File: src/rtl/if_stage.sv
// Instruction-fetch stage: owns the PC, addresses the combinational instruction ROM
// and fills the IF/ID pipeline register, with boot bubble, stall, redirect/flush and halt.
//
// state | meaning
// BOOT  | one-cycle bubble after reset release; pc parked at RESET_PC
// RUN   | fetching one instruction per edge unless stalled or redirected
// HALT  | pc left the program image; only an in-range redirect restarts fetch
module if_stage #(
    parameter logic [31:0] RESET_PC  = 32'h0000_0000,
    parameter int unsigned ROM_WORDS = 32
) (
    input  logic        clk,
    input  logic        clrn,
    output logic [31:0] pc,
    input  logic [31:0] inst,
    input  logic        stall,
    input  logic        redirect,
    input  logic [31:0] redirect_pc,
    output logic [31:0] if_id_inst,
    output logic [31:0] if_id_pc4,
    output logic        if_id_valid,
    output logic        halted,
    output logic [15:0] fetch_count
);

    localparam logic [1:0] BOOT = 2'd0;
    localparam logic [1:0] RUN  = 2'd1;
    localparam logic [1:0] HALT = 2'd2;

    localparam logic [31:0] ROM_WORDS_W = 32'(ROM_WORDS);

    logic [1:0]  state;
    logic [31:0] target;
    logic [31:0] pc_plus4;
    logic        pc_ok;
    logic        target_ok;

    // Offset is computed modulo 2^32, so addresses below RESET_PC wrap high and fail.
    function automatic logic in_range(input logic [31:0] addr);
        logic [31:0] word_off;
        word_off = (addr - RESET_PC) >> 2;
        return word_off < ROM_WORDS_W;
    endfunction

    assign target    = {redirect_pc[31:2], 2'b00};
    assign pc_plus4  = pc + 32'd4;
    assign pc_ok     = in_range(pc);
    assign target_ok = in_range(target);

    always_ff @(posedge clk or negedge clrn) begin
        if (!clrn) begin
            state       <= BOOT;
            pc          <= RESET_PC;
            if_id_inst  <= 32'd0;
            if_id_pc4   <= 32'd0;
            if_id_valid <= 1'b0;
            halted      <= 1'b0;
            fetch_count <= 16'd0;
        end else begin
            case (state)
                BOOT: begin
                    state       <= RUN;
                    if_id_valid <= 1'b0;
                end
                RUN: begin
                    if (redirect) begin
                        pc          <= target;
                        if_id_valid <= 1'b0;
                    end else if (stall) begin
                        pc          <= pc;
                    end else if (!pc_ok) begin
                        state       <= HALT;
                        halted      <= 1'b1;
                        if_id_valid <= 1'b0;
                    end else begin
                        if_id_inst  <= inst;
                        if_id_pc4   <= pc_plus4;
                        if_id_valid <= 1'b1;
                        pc          <= pc_plus4;
                        if (fetch_count != 16'hFFFF) begin
                            fetch_count <= fetch_count + 16'd1;
                        end
                    end
                end
                HALT: begin
                    if_id_valid <= 1'b0;
                    if (redirect && target_ok) begin
                        pc     <= target;
                        halted <= 1'b0;
                        state  <= RUN;
                    end
                end
                default: begin
                    state       <= BOOT;
                    pc          <= RESET_PC;
                    if_id_valid <= 1'b0;
                    halted      <= 1'b0;
                end
            endcase
        end
    end

endmodule

File: config.mk
export PLATFORM = sky130hd
export DESIGN_NAME = if_stage
export DESIGN_NICKNAME = d
export VERILOG_FILES = /design/src/rtl/if_stage.sv
export SDC_FILE = /design/constraint.sdc
export NUM_CORES = 1
export LEC_CHECK = 0
export ABC_AREA = 0
export CORE_UTILIZATION = 49
export CTS_CLUSTER_DIAMETER = 120
export CTS_CLUSTER_SIZE = 8
export DETAILED_ROUTE_END_ITERATION = 16
export PLACE_DENSITY = 0.87
export SETUP_SLACK_MARGIN = 0.3
export SLEW_MARGIN = 10
export SYNTH_ARGS = -nofsm -noshare
export SYNTH_HDL_FRONTEND = slang
export SYNTH_SLANG_ARGS = --single-unit
File: constraint.sdc
create_clock -name clk -period 3.8 [get_ports clk]
set_input_delay 0.57 -clock clk [delete_from_list [all_inputs] [get_ports clk]]
set_output_delay 0.57 -clock clk [all_outputs]
set_load 0.02 [all_outputs]
# Word level (Yosys, flattened, before mapping)
# Cells that the tools add are included.
totals:
  regBits: 116
  inputBits: 68
  word_cells: 49
op_classes:
  n_addsub: 2
  n_lt_le_gt_ge: 2
  n_eq_ne: 9
  mux: 19
  bitwise: 3
  reduce_logical: 7
op_table:
  columns: ["op", "count"]
  rows:
  - ["32-bit two-way mux", 4]
  - ["32-bit one-hot mux with 3 select lines", 1]
  - ["30-bit by 6-bit < comparator with 1-bit output (second input constant)", 2]
  - ["32-bit by 3-bit adder with 32-bit output (second input constant)", 1]
  - ["16-bit by 1-bit adder with 16-bit output (second input constant)", 1]
  - ["16-bit != test (second input constant)", 1]
  - ["4-bit AND reduction", 3]
  - ["5-bit AND reduction", 2]
  - ["1-bit two-way mux", 8]
  - ["2-bit two-way mux", 4]
  - ["2-bit != test (second input constant)", 4]
  - ["3-bit != test (second input constant)", 2]
  - ["2-bit one-hot mux with 3 select lines", 1]
  - ["1-bit inverter", 3]
  - ["1-bit one-hot mux with 3 select lines", 1]
  - ["2-bit by 1-bit equality test with 1-bit output (second input constant)", 1]
  - ["2-bit equality test (second input constant)", 1]
  - ["2-bit logical NOT", 1]
  - ["1-bit logical AND", 1]

# Depth between registers and ports, before layout
logic_depth:
  word_depth: 5
  mapped_depth: 8

# Worst setup path after synthesis
# No wires, ideal clock.
synth_path:
  path_type: "reg-to-reg"
  startpoint: "reg pc[7]"
  endpoint: "reg if_id_inst[10]"
  arrival_ns: 1.996
  required_ns: 3.675
  slack_ns: 1.680
  path_stages_with_launch: 8
  path_buffers: 3
  cell_sequence: "dfrtp_1 > buf_2 > nor4_4 > nand4_2 > nor3_2 > buf_4 > buf_4 > mux2_2"
synth_via:
  elab_chain_cells: 2
synth_rtl:
  columns: ["item", "line", "rtl"]
  rows:
  - ["start: declaration", "14", "output logic [31:0] pc,"]
  - ["start signal: assignment", "67", "pc <= target;"]
  - ["start signal: assignment", "70", "pc <= pc;"]
  - ["start signal: assignment", "79", "pc <= pc_plus4;"]
  - ["30-bit by 6-bit < comparator with 1-bit output", "42", "return word_off < ROM_WORDS_W;"]
  - ["4-bit AND reduction (no line)", null, null]
  - ["end signal: assignment", "76", "if_id_inst <= inst;"]
  - ["end: declaration", "19", "output logic [31:0] if_id_inst,"]
# Every way passes these cells.
# A chain may end at the register's enable or synchronous reset.

# Worst setup path in the final report
layout_path:
  startpoint: "in redirect_pc[21]"
  endpoint: "reg pc[15]"
layout_via:
  elab_chain_cells: 4
layout_rtl:
  columns: ["item", "line", "rtl"]
  rows:
  - ["start: declaration", "18", "input logic [31:0] redirect_pc,"]
  - ["30-bit by 6-bit < comparator with 1-bit output", "42", null]
  - ["1-bit logical AND", "87", "if (redirect && target_ok) begin"]
  - ["2-bit != test (no line)", null, null]
  - ["4-bit AND reduction (no line)", null, null]
  - ["end signal: assignment", "67", null]
  - ["end signal: assignment", "79", null]
  - ["end signal: assignment", "88", "pc <= target;"]
# Every way passes these cells.

==> results.yml <==
run_status:
  status: "completed"
sta:
  fmax_mhz: 382.2
  tightest_slew_ns: 0.9789
  min_period_ns: 2.617
  slew_viol_final: 0
  rsz0062_at_grt: "no"
  setup_violations: 0
  skew_ns: 0.01078
  relSlewSlack_pct: 34.74
  period_share_pct: 68.86
  finalSetupTns_ns: 0
  hold_viol_final: 0
setup_path:
  cp.required_ns: 4.12
  cp_slowest_cell: "nor3_4"
  cp.arrival_ns: 2.94
  cp_num_buf_inv: 1
  path_class: "primary input to flip-flop"
  endpoint_kind: "flip-flop"
  start_kind: "primary input"
  cp_cell_sequence: "clkdlybuf4s50_1 -> nor4_1 -> and4b_1 -> a21oi_1 -> nor3_4 -> a22o_1"
  cpPeakStageDelay_ns: 0.63
  path_delay_family: "simple AND/OR/NAND/NOR gates"
  path_max_fanout: 17
floorplan:
  chipWidth_um: 105.2
  core-area_mm2: 0.01032
  die_y_um: 105.2
  die_area_mm2: 0.01107
  io_pins: 182
  num_rows: 37
  initial_core_util_pct: 50.58
clocking:
  postCtsHoldBufs: 0
  cts_root_buffer: "clkbuf_8"
  clock_sinks: 112
  path_clk_slew_ns: 0.12
  htree_levels: 3
  clk-insertion-delay-late_ns: 0.38
  cts_made_buffers: 9
  post_cts_buffers: 0
  cts_resized: 0
  cts_tree: "built"
  ctsLongestPathBuffers: 2
global_route:
  grt_pass1_wl_mm: 23.04
  antenna_found_initial: 0
  first_global_vias: 4540
  gr-total-overflow: 0
  grt_max_degree: 80
  track_usage_pct: 26.43
layout:
  area_growth_pct: 39.88
  finalNonFillerCells: 780
  drive_gt1_share_pct: 11.02
  antenna_cells: 0
  final_nets: 713
routing:
  drt-pass1-iter-count: 5
  routedWlPerCell_um: 18.03
  drc: 0
  drt_iter0_drc: 348
  postRouteAntennaNets: 0
  vias_per_cell: 5.779
  wl_mm: 14.06
  vias: 4508
logic_synthesis:
  yosysTopAreaCell: "dfrtp_1"
  syn-cell-area_mm2: 0.005221
  syn_area_per_cell_um2: 11.20
  postSynth.asyncResetShare_pct: 100.0
  synth-main-ff-cell: "dfrtp_1"
  synth_edf_count: 0
  synth_cell_type_count: 53
  ys_warn_count: 0
  ys_ff_latch: 112
  ys_seq_area_share_pct: 53.68
  synthTopCellsByArea: "dfrtp_1 54%, mux2_2 8.0%, nand2_1 3.3%, a22o_1 3.2%, nor2b_1 3.0%"
  netlist_instances: 466
  synth_top_area_share_pct: 53.68
placed_design:
  dpl.hpwl_mm: 10.40
  routabilityCongestion: 0.9421
  portBuffers: 175
  dp.cells: 764
flow_run:
  cap_violations: 0
worst_hold_path:
  hp-class: "primary input to async pin"
pwr:
  power_density_mw_per_mm2: 285.1
  irDropWorstVdd_v: 0.0002004
  p_leak_nw: 3.222
layout by cell type, fill, tap and decap left out, types with 4 or more instances in the layout:
cell / netlist / layout
ha_1: 6 / 6
nor2_1: 19 / 19
nand2_1: 46 / 46
nand4_1: 15 / 15
a22oi_1: 7 / 7
inv_1: 12 / 12
dfrtp_1: 112 / 112
buf_4: 7 / 8
nor4_1: 13 / 13
a21oi_1: 6 / 6
o31ai_1: 10 / 10
a22o_1: 19 / 19
xnor2_1: 17 / 17
conb_1: 1 / 4
and3_1: 5 / 5
nand2b_1: 4 / 4
mux2_2: 37 / 37
clkbuf_8: 0 / 9
o21ai_0: 17 / 17
clkdlybuf4s50_1: 0 / 174
a31oi_1: 4 / 4
nor2b_1: 25 / 25
nand3_1: 22 / 22
cell usage after synthesis, types with 2 or more instances:
| cell type | count |
|---|---|
| and4_1 | 3 |
| a22oi_1 | 7 |
| dfrtp_1 | 112 |
| mux2_2 | 37 |
| nand4b_1 | 3 |
| nor3_2 | 2 |
| buf_2 | 8 |
| a32oi_1 | 3 |
| a31oi_1 | 4 |
| nor4_1 | 13 |
| o41ai_1 | 3 |
| a21oi_1 | 6 |
| nand2b_1 | 4 |
| o21ai_0 | 17 |
| mux2i_1 | 2 |
| inv_1 | 12 |
| nor2b_1 | 25 |
| clkbuf_1 | 7 |
| o2bb2ai_1 | 3 |
| buf_4 | 7 |
| ha_1 | 6 |
| or3_1 | 2 |
| xnor2_1 | 17 |
| nand4_1 | 15 |
| and3_1 | 5 |
| a21o_1 | 2 |
| a22o_1 | 19 |
| nand2_1 | 46 |
| nor2_1 | 19 |
| o31ai_1 | 10 |
| nand3_1 | 22 |
| nor4_2 | 2 |
| nor3_1 | 3 |
metal layers:
metal	wire length [um]	global-route usage [%]
met1	5760	34.23
met5	0	0
met3	957	3.772
met2	7019	44.55
met4	324	11.17
logic make-up (layout without fill, tap and decap cells):
family,count (synthesis),in the layout,share of synthesized area [%]
buffers and inverters,35,210,3.355
AO/OA/AOI/OAI,82,82,11.50
AND/OR/NAND/NOR,172,172,18.36
multiplexers,40,40,8.579
adder cells (fa/ha/maj),6,6,1.438
XOR/XNOR,18,18,3.019
other,1,4,0.07182
flip-flops,112,112,53.68
final cells by class:
class | count | area (um2)
fill | 732 | 3020
sequential | 112 | 2803
multi-input combinational | 322 | 2261
timing repair buffer | 182 | 1802
tap | 136 | 170.2
clock buffer | 9 | 123.9
clock inverter | 7 | 98.84
inverter | 12 | 45.04
path summary, 6_finish.rpt:
| kind | start | depth (start not counted) | endpoint | slack, ns |
|---|---|---|---|---|
| hold reg to reg | if_id_pc4[11] | 1 | if_id_pc4[11] | 0.51 |
| max in group asynchronous | clrn | 2 | pc[24] | 2.60 |
| setup reg to reg | pc[10] | 6 | fetch_count[10] | 1.22 |
| setup / recovery | redirect_pc[21] | 6 | pc[15] | 1.18 |
| hold / removal | clrn | 1 | fetch_count[15] | 0.34 |
| min in group clk | if_id_pc4[11] | 1 | if_id_pc4[11] | 0.51 |
through the flow:
| step | setup WS, ns | instance area [um2] | hold slack [ns] | utilization (%) | power (mW) |
|---|---|---|---|---|---|
| after CTS | 1.223 | 7303 | 0.3692 | 70.74 | 2.092 |
| after global placement | 0.9122 | 7081 | 0.4830 | 68.59 | 1.334 |
| after floorplan | 1.680 | 5233 | 0.2744 | - | 1.239 |
| after global routing | 1.048 | 7303 | 0.4266 | 70.74 | 2.146 |
| after detailed placement | 0.8508 | 7081 | 0.4862 | 68.59 | 1.336 |
| final | 1.183 | 7303 | 0.3390 | 70.74 | 2.082 |
registers in the layout (all words and copies together), names as in the netlist:
signal and cells:
if_id_inst 32, state 2, halted 1, pc 30, if_id_pc4 30, fetch_count 16, if_id_valid 1
report_power, final:
group          switching (mW)  internal (mW)  total (mW)
sequential       0.0000000137           1.19        1.19
combinational          0.0535         0.0690       0.123
clock                   0.444          0.324       0.768
total                   0.498           1.58        2.08
Note: power is estimated with default switching activity, not from simulation.
